==> src/rtl/sched_pkg.sv <==
// Shared constants and the queue-entry record for the hardware scheduler.
// Latency: n/a (types and constants only).
// Backpressure: n/a.
package sched_pkg;

    localparam int DEPTH  = 16;
    localparam int TID_W  = 4;
    localparam int PRIO_W = 3;
    localparam int CNT_W  = $clog2(DEPTH + 1);

    typedef struct packed {
        logic              valid;
        logic [TID_W-1:0]  tid;
        logic [PRIO_W-1:0] prio;
    } rq_entry_t;

    localparam rq_entry_t EMPTY_ENTRY = '0;

endpackage

==> src/rtl/rq_insert_pos.sv <==
// Insert-position mask for the sorted ready queue: bit i set means slot i is at or after the insert point.
// Latency: purely combinational.
// Backpressure: none; evaluated every cycle.
//
// Ports: slot_prio/slot_valid (current table), enq_prio (incoming priority), ins_mask (thermometer, LSB-first).
module rq_insert_pos
    import sched_pkg::*;
(
    input  logic [DEPTH*PRIO_W-1:0] slot_prio,
    input  logic [DEPTH-1:0]        slot_valid,
    input  logic [PRIO_W-1:0]       enq_prio,
    output logic [DEPTH-1:0]        ins_mask
);

    logic [DEPTH-1:0] gt;
    logic             acc;

    // A slot is "past" the insert point when it is empty or strictly less urgent.
    // The running OR turns that comparator row into a clean thermometer code.
    always_comb begin
        gt       = '0;
        ins_mask = '0;
        acc      = 1'b0;
        for (int i = 0; i < DEPTH; i++) begin
            gt[i]       = !slot_valid[i] || (slot_prio[i*PRIO_W +: PRIO_W] > enq_prio);
            acc         = acc | gt[i];
            ins_mask[i] = acc;
        end
    end

endmodule

==> src/rtl/ready_queue_ctrl.sv <==
// Sorted ready-queue writer: priority-ordered shift-register table with enqueue, head pop, kill-by-id and flush.
// Latency: table/count/full/empty update one cycle after the accepting edge; enq_ready/deq_ack are combinational.
// Backpressure: enq_ready drops when full (unless a pop frees a slot) and during kill or flush cycles.
//
// Ports: clk/rst_n; enq_valid/enq_ready/enq_tid/enq_prio; deq_req/deq_ack; kill_valid/kill_tid/kill_miss;
//        flush; slot_tid/slot_valid (per-slot table view, slot 0 = head); count, full, empty.
module ready_queue_ctrl
    import sched_pkg::*;
(
    input  logic                   clk,
    input  logic                   rst_n,
    input  logic                   enq_valid,
    output logic                   enq_ready,
    input  logic [TID_W-1:0]       enq_tid,
    input  logic [PRIO_W-1:0]      enq_prio,
    input  logic                   deq_req,
    output logic                   deq_ack,
    input  logic                   kill_valid,
    input  logic [TID_W-1:0]       kill_tid,
    output logic                   kill_miss,
    input  logic                   flush,
    output logic [DEPTH*TID_W-1:0] slot_tid,
    output logic [DEPTH-1:0]       slot_valid,
    output logic [CNT_W-1:0]       count,
    output logic                   full,
    output logic                   empty
);

    rq_entry_t [DEPTH-1:0]   tbl;
    rq_entry_t [DEPTH-1:0]   tbl_nxt;
    rq_entry_t [DEPTH-1:0]   tbl_dn;
    rq_entry_t [DEPTH-1:0]   tbl_up;
    rq_entry_t               new_e;
    logic [DEPTH*PRIO_W-1:0] slot_prio;
    logic [DEPTH-1:0]        ins_mask;
    logic [DEPTH-1:0]        ins_first;
    logic [DEPTH-1:0]        mix_mask;
    logic [DEPTH-1:0]        mix_first;
    logic [DEPTH-1:0]        kill_mask;
    logic                    kill_hit;
    logic                    kill_acc;
    logic                    enq_fire;
    logic [CNT_W-1:0]        count_nxt;

    always_comb begin
        slot_tid   = '0;
        slot_valid = '0;
        slot_prio  = '0;
        for (int i = 0; i < DEPTH; i++) begin
            slot_tid[i*TID_W +: TID_W]    = tbl[i].tid;
            slot_valid[i]                 = tbl[i].valid;
            slot_prio[i*PRIO_W +: PRIO_W] = tbl[i].prio;
        end
    end

    rq_insert_pos u_insert_pos (
        .slot_prio  (slot_prio),
        .slot_valid (slot_valid),
        .enq_prio   (enq_prio),
        .ins_mask   (ins_mask)
    );

    assign new_e  = '{valid: 1'b1, tid: enq_tid, prio: enq_prio};
    assign tbl_dn = {EMPTY_ENTRY, tbl[DEPTH-1:1]};
    assign tbl_up = {tbl[DEPTH-2:0], new_e};

    assign ins_first = ins_mask & ~{ins_mask[DEPTH-2:0], 1'b0};

    // Combined pop+push: the table is viewed after the head shifts out, so the
    // mask moves down one slot. The head is the most urgent entry, so leaving it
    // out of the comparison never moves the insert point below slot 1; with a
    // single entry the shifted mask is all ones and the new entry lands in slot 0.
    assign mix_mask  = {1'b1, ins_mask[DEPTH-1:1]};
    assign mix_first = mix_mask & ~{mix_mask[DEPTH-2:0], 1'b0};

    // Thermometer from the first matching slot upward; duplicates beyond the
    // first are untouched.
    always_comb begin
        kill_mask = '0;
        kill_acc  = 1'b0;
        for (int i = 0; i < DEPTH; i++) begin
            kill_acc     = kill_acc | (tbl[i].valid && (tbl[i].tid == kill_tid));
            kill_mask[i] = kill_acc;
        end
        kill_hit = kill_acc;
    end

    assign deq_ack   = deq_req && !empty && !flush && !kill_valid;
    assign enq_ready = !flush && !kill_valid && (!full || deq_ack);
    assign enq_fire  = enq_valid && enq_ready;

    always_comb begin
        tbl_nxt   = tbl;
        count_nxt = count;
        if (flush) begin
            tbl_nxt   = '0;
            count_nxt = '0;
        end else if (kill_valid) begin
            if (kill_hit) begin
                for (int i = 0; i < DEPTH; i++)
                    tbl_nxt[i] = kill_mask[i] ? tbl_dn[i] : tbl[i];
                count_nxt = count - CNT_W'(1);
            end
        end else if (enq_fire && deq_ack) begin
            for (int i = 0; i < DEPTH; i++)
                tbl_nxt[i] = !mix_mask[i] ? tbl_dn[i] : (mix_first[i] ? new_e : tbl[i]);
        end else if (enq_fire) begin
            for (int i = 0; i < DEPTH; i++)
                tbl_nxt[i] = !ins_mask[i] ? tbl[i] : (ins_first[i] ? new_e : tbl_up[i]);
            count_nxt = count + CNT_W'(1);
        end else if (deq_ack) begin
            tbl_nxt   = tbl_dn;
            count_nxt = count - CNT_W'(1);
        end
    end

    always_ff @(posedge clk or negedge rst_n) begin
        if (!rst_n) begin
            tbl       <= '0;
            count     <= '0;
            full      <= 1'b0;
            empty     <= 1'b1;
            kill_miss <= 1'b0;
        end else begin
            tbl       <= tbl_nxt;
            count     <= count_nxt;
            full      <= (count_nxt == CNT_W'(DEPTH));
            empty     <= (count_nxt == '0);
            kill_miss <= kill_valid && !flush && !kill_hit;
        end
    end

endmodule

==> config.mk <==
export PLATFORM = sky130hd
export DESIGN_NAME = ready_queue_ctrl
export DESIGN_NICKNAME = d
export VERILOG_FILES = /design/src/rtl/sched_pkg.sv /design/src/rtl/rq_insert_pos.sv /design/src/rtl/ready_queue_ctrl.sv
export SDC_FILE = /design/constraint.sdc
export NUM_CORES = 1
export LEC_CHECK = 0
export BUFFER_PORTS_ARGS = -buffer_cell sky130_fd_sc_hd__buf_2
export CORE_ASPECT_RATIO = 1.5
export CORE_UTILIZATION = 45
export CTS_CLUSTER_SIZE = 12
export DETAILED_ROUTE_END_ITERATION = 8
export HOLD_SLACK_MARGIN = 0.1
export RECOVER_POWER = 50
export SKIP_CTS_REPAIR_TIMING = 1
export SLEW_MARGIN = 10
export SYNTH_ARGS = -nofsm -noshare
export SYNTH_HDL_FRONTEND = slang
export SYNTH_SLANG_ARGS = --single-unit
==> constraint.sdc <==
create_clock -name clk -period 9.5 [get_ports clk]
set_input_delay 2.375 -clock clk [delete_from_list [all_inputs] [get_ports clk]]
set_output_delay 2.375 -clock clk [all_outputs]
set_load 0.02 [all_outputs]
==> impl_metrics.ini, run 1 <==
[route]
drt_first_pass_iters = 7
viasPerCell = 6.66
routed.top_layer = met4
wl_met2_um = 21800
antenna_left = 0
drc = 0
wirelength_um = 44900
wl_met3_um = 3410
vias = 12000
routedWlPerCell_um = 24.9
wl_met1_um = 17100
drt-initial-drc-count = 1096

[global_routing]
overflow = 0
grt_pass1_vias = 11600
track_usage = 0.351
grt_max_degree = 70
antenna_found_initial = 0
grt_pass1_wl_um = 68900

[placed_design]
finalWeightedCongestion = 0.928
dpl_cell_area_um2 = 12100
place_hpwl_um = 30500
portBuffers = 106

[outcome]
violations = max-capacitance violations, max-slew violations
status = finished, violations left

[sta]
finClkSkew_ns = 0.00898
setup_viol = 0
worstMarginPinSlew_ns = 4.06
post-route-min-period_ns = 7.26
fin_crit_sh = 0.764
worst_hold_slack_ns = 0.521
slew_violations = 139
tns_ns = 0
fmax_mhz = 138
hold_violations = 0
maxSlewHeadroom = -1.71
rsz0062_at_grt = no

[power_and_ir_drop]
leakage_nw = 5.42
max-vdd-ir-drop_v = 0.000148
power.total_mw = 3.37
p_per_area_nw_per_um2 = 267

[worst_setup_path]
slowest_delay_ns = 0.94
crit_path_end_kind = register
critical_path.max_fanout = 19
crit_chain = buf_2 -> inv_1 -> ha_1 -> or4_4 -> a222oi_1 -> buf_4 -> and2_0 -> nand2_1 -> a2111o_1 -> a211oi_1 -> a21oi_1
path_class = in2reg
start_kind = input pin
cp_slowest_cell = a222oi_1
arrival_ns = 7.56
critical_path_required_ns = 9.80

[die]
die-area_um2 = 25800
num_rows = 70
die_w_um = 131
start_util = 0.461
core_area_um2 = 24500
die_h_um = 196
num_io_pins = 107

[clocking]
cts-root-buf = clkbuf_16
numCtsBuffers = 17
clk_pin_slew_ns = 0.06
clk_path_buf_depth = 2
cts_sinks = 136
clk_latency_ns = 0.44
cts_tree = built
htreeDepth = 4

[yosys]
synthesis.nets = 1483
yosysSeqAreaShare = 0.301
synth-edff-count = 0
synth_area_um2 = 11300
ys_async_sr_fraction = 1.00
syn_inst = 1416
syn_avg_cell_area_um2 = 7.99
ys.flop_type = dfrtp_1
ys_warn_count = 0
synth.distinct_cells = 68
ys_ff_latch = 136

[finish]
fillers = 2448
post-route-util = 0.515
design_area_um2 = 12600
synthToLayoutAreaGrowth_pct = 11.7
nets = 1533
n_antenna_cell = 0
drive_gt1_frac = 0.128

[hold_path]
worst_hold_path_type = reg2reg

[run]
cap_violations = 2
-- cell type report --
cell class	count	area [um2]	area share
clock buffers	20	457	0.0361
clock inverters	12	174	0.0138
inverters	68	255	0.0202
multi-input cells	1112	7300	0.578
flip-flops and latches	136	3400	0.269
well taps	324	405	0.0321
repair buffers	131	641	0.0507
-- worst max-delay path: cells and delay by family --
kind | cells | cell delay [ns]
compound gates | 4 | 2.02
fa+ha+maj | 1 | 0.35
buf+inv | 3 | 1.23
simple gates | 3 | 1.55
-- worst paths after layout --
path,startpoint,to,slack (ns),depth (start not counted)
worst max register to register,slot_prio[1],slot_prio[12],4.65,10
worst min register to register,slot_prio[39],slot_prio[39],0.52,2
worst max-delay path,enq_prio[2],slot_prio[12],2.24,11
worst min-delay path,slot_prio[39],slot_prio[39],0.52,2
min in group asynchronous,rst_n,slot_tid[6],3.35,1
max in group asynchronous,rst_n,slot_tid[39],2.79,2
-- layer usage --
| layer | vias to the layer above | track usage |
|---|---|---|
| met5 | - | 0 |
| met4 | 0 | 0.221 |
| met3 | 164 | 0.0525 |
| met2 | 672 | 0.593 |
| met1 | 5825 | 0.418 |
| li1 | 5346 | - |
-- cells in the final DEF, fill, tap and decap left out, types with 33 or more instances in the layout --
cell type and n:
mux2i_1 40, o21ai_0 89, o22ai_1 33, a31oi_1 36, a21oi_1 141, nor3_1 42, ha_1 50, xor2_1 47
inv_1 66, dfrtp_1 135, mux2_2 43, buf_2 46, nor2_1 144, nand2_1 113, clkbuf_1 61
-- synthesized netlist by cell type (14+ instances only) --
master | instances | share of area
nor4_1 | 15 | 0.0083
ha_1 | 50 | 0.055
o21ai_0 | 90 | 0.040
and3_1 | 14 | 0.0077
mux2_2 | 43 | 0.043
a31oi_1 | 36 | 0.020
nor2b_1 | 17 | 0.0094
inv_1 | 66 | 0.022
dfrtp_1 | 135 | 0.30
nor2_1 | 147 | 0.049
o221a_2 | 17 | 0.017
a221oi_1 | 20 | 0.015
nand2_1 | 113 | 0.037
xnor2_1 | 20 | 0.015
o22ai_1 | 33 | 0.018
nand3_1 | 23 | 0.010
a22oi_1 | 15 | 0.010
xor2_1 | 47 | 0.036
clkbuf_1 | 78 | 0.026
a21oi_1 | 141 | 0.062
nor3_1 | 42 | 0.019
mux2i_1 | 40 | 0.035
o31ai_1 | 25 | 0.017
-- where the power goes --
group	total (mW)	switching, mW	internal, mW
sequential	1.17	0.397	0.774
clock	0.727	0.275	0.452
combinational	1.47	0.906	0.566
total	3.37	1.58	1.79
-- sequential cells by signal, summed over array words and instances, names as in the netlist --
signal / count
kill_miss: 1
empty: 1
slot_valid: 16
slot_tid: 64
slot_prio: 48
full: 1
count: 5
-- metrics by stage --
stage	setup slack, ns	cells
final	2.24	1803
after global routing	1.90	1803
after CTS	2.37	1803
after detailed placement	1.92	1771
after global placement	2.04	1771
after floorplan	3.31	1416
-- cell families (layout without fill, tap and decap cells) --
kind of cell,count (synthesis),after routing,synth area share
compound gates,487,487,0.280
simple gates,425,425,0.177
mux,83,83,0.0782
buf+inv,168,231,0.0575
flops,136,136,0.301
xor+xnor,67,67,0.0519
fa+ha+maj,50,50,0.0553
No activity file was read; power rests on OpenSTA's default activity.
==> run 2, diff against run 1 <==
--- a/config.mk
+++ b/config.mk
@@ -11,6 +11,7 @@
 export CTS_CLUSTER_SIZE = 12
 export DETAILED_ROUTE_END_ITERATION = 8
 export HOLD_SLACK_MARGIN = 0.1
+export PLACE_DENSITY = 0.66
 export RECOVER_POWER = 50
 export SKIP_CTS_REPAIR_TIMING = 1
 export SLEW_MARGIN = 10
==> constraint.sdc (replaced) <==
create_clock -name clk -period 6.6 [get_ports clk]
set_input_delay 1.65 -clock clk [delete_from_list [all_inputs] [get_ports clk]]
set_output_delay 1.65 -clock clk [all_outputs]
set_load 0.02 [all_outputs]
==> impl_metrics.ini, run 2 (synthesis gave the netlist of run 1 again) <==
[die]
die-area_um2 = 25800
die_w_um = 131
num_io_pins = 107
start_util = 0.461
core_area_um2 = 24500
die_h_um = 196
num_rows = 70

[worst_setup_path]
arrival_ns = 5.78
start_kind = input pin
critical_path.max_fanout = 19
rrSetupSlack_ns = 2.64
cp_slowest_cell = nor3b_2
slowest_delay_ns = 0.53
crit_chain = buf_2 -> inv_1 -> buf_4 -> ha_1 -> nor3b_1 -> o21ai_0 -> a2bb2oi_1 -> nand4_1 -> nor3b_2 -> nand2_1 -> a21oi_1 -> o21a_1 -> mux2_2
critical_path_required_ns = 6.93
path_class = in2reg
crit_path_end_kind = register

[placed_design]
finalWeightedCongestion = 0.944
placed_cells = 1785
place_hpwl_um = 30400
place_ws_ns = 0.856
portBuffers = 106

[power_and_ir_drop]
power.total_mw = 4.88
p_per_area_nw_per_um2 = 382
leakage_nw = 5.54
max-vdd-ir-drop_v = 0.000220

[sta]
slew_violations = 82
worst_hold_slack_ns = 0.516
fmax_mhz = 184
setup_viol = 0
setup_slack_ns = 1.15
maxSlewHeadroom = -1.69
post-route-min-period_ns = 5.45
worstMarginPinSlew_ns = 4.04
hold_violations = 0
rsz0062_at_grt = no
tns_ns = 0
fin_crit_sh = 0.825
finClkSkew_ns = 0.0105

[finish]
drive_gt1_frac = 0.146
final_cells = 1817
final_cell_mix = nor2_1, a21oi_1, dfrtp_1
synthToLayoutAreaGrowth_pct = 13.0
nets = 1547
n_antenna_cell = 0
final_common_cell = nor2_1
largest_reg_flops = 64

[clocking]
numCtsBuffers = 17
cts_tree = built
clk_path_buf_depth = 2
cts_sinks = 136
cts-root-buf = clkbuf_16
clk_pin_slew_ns = 0.06
clk_latency_ns = 0.45
htreeDepth = 4

[route]
wirelength_um = 44400
drc = 0
vias = 12200
routedWlPerCell_um = 24.4
drt-initial-drc-count = 1266
antenna_left = 0
viasPerCell = 6.72
drt_first_pass_iters = 8

[global_routing]
grt_pass1_wl_um = 69000
overflow = 0
use_met1 = 0.410
grt_pass1_vias = 11900
met2_usage = 0.575
gr-usage-met3 = 0.0625
grt_max_degree = 82
track_usage = 0.349
antenna_found_initial = 0
busiest_layer = met2

[outcome]
status = finished, violations left
violations = max-capacitance violations, max-slew violations

[hold_path]
worst_hold_path_type = reg2reg

[run]
cap_violations = 1
## run 2: cell types whose count changed in the layout (fill, tap and decap cells not counted), sizes merged
cell,previous run,this run
clkinvlp,1,3
inv,67,68
clkdlybuf4s25,0,1
clkinv,8,5
buf,70,99
clkbuf,81,65
## run 2: cell type report
cell class	count	area (um2)
Clock buffer	20	467
Timing Repair Buffer	145	785
Inverter	68	255
Sequential cell	136	3400
Tap cell	324	405
Multi-Input combinational cell	1112	7300
Clock inverter	12	171
Fill cell	2382	11700
## run 2: final timing paths
kind                               startpoint             to  cells after the start
worst max-delay path              enq_prio[2]  slot_prio[46]                     13
worst min-delay path            slot_prio[39]  slot_prio[39]                      2
worst max register to register   slot_prio[1]  slot_prio[46]                     10
worst min register to register  slot_prio[39]  slot_prio[39]                      2
max in group asynchronous               rst_n   slot_tid[16]                      2
min in group asynchronous               rst_n    slot_tid[1]                      1
## run 2: metal layers
layer	wire length [um]	part of all wire	vias to the layer above
met5	0	0	-
met4	3110	0.070	0
met3	3720	0.084	216
met2	20900	0.47	763
met1	16600	0.37	5864
li1	-	-	5373
## run 2: critical path, delay by kind of cell
| family | cells | cell delay [ns] |
|---|---|---|
| AOI/OAI and AO/OA | 4 | 1.22 |
| buffers and inverters | 3 | 0.95 |
| and+or+nand+nor | 4 | 1.30 |
| adders and majority gates | 1 | 0.26 |
| muxes | 1 | 0.38 |
## run 2: per-stage QoR
stage	area [um2]	util
final	12800	0.521
after global routing	12800	0.521
after CTS	12800	0.524
after detailed placement	12200	0.498
after global placement	12200	0.498
after floorplan	11300	-
## run 2: power by group
group	switching [mW]	internal, mW
combinational	1.29	0.832
clock	0.401	0.660
sequential	0.582	1.11
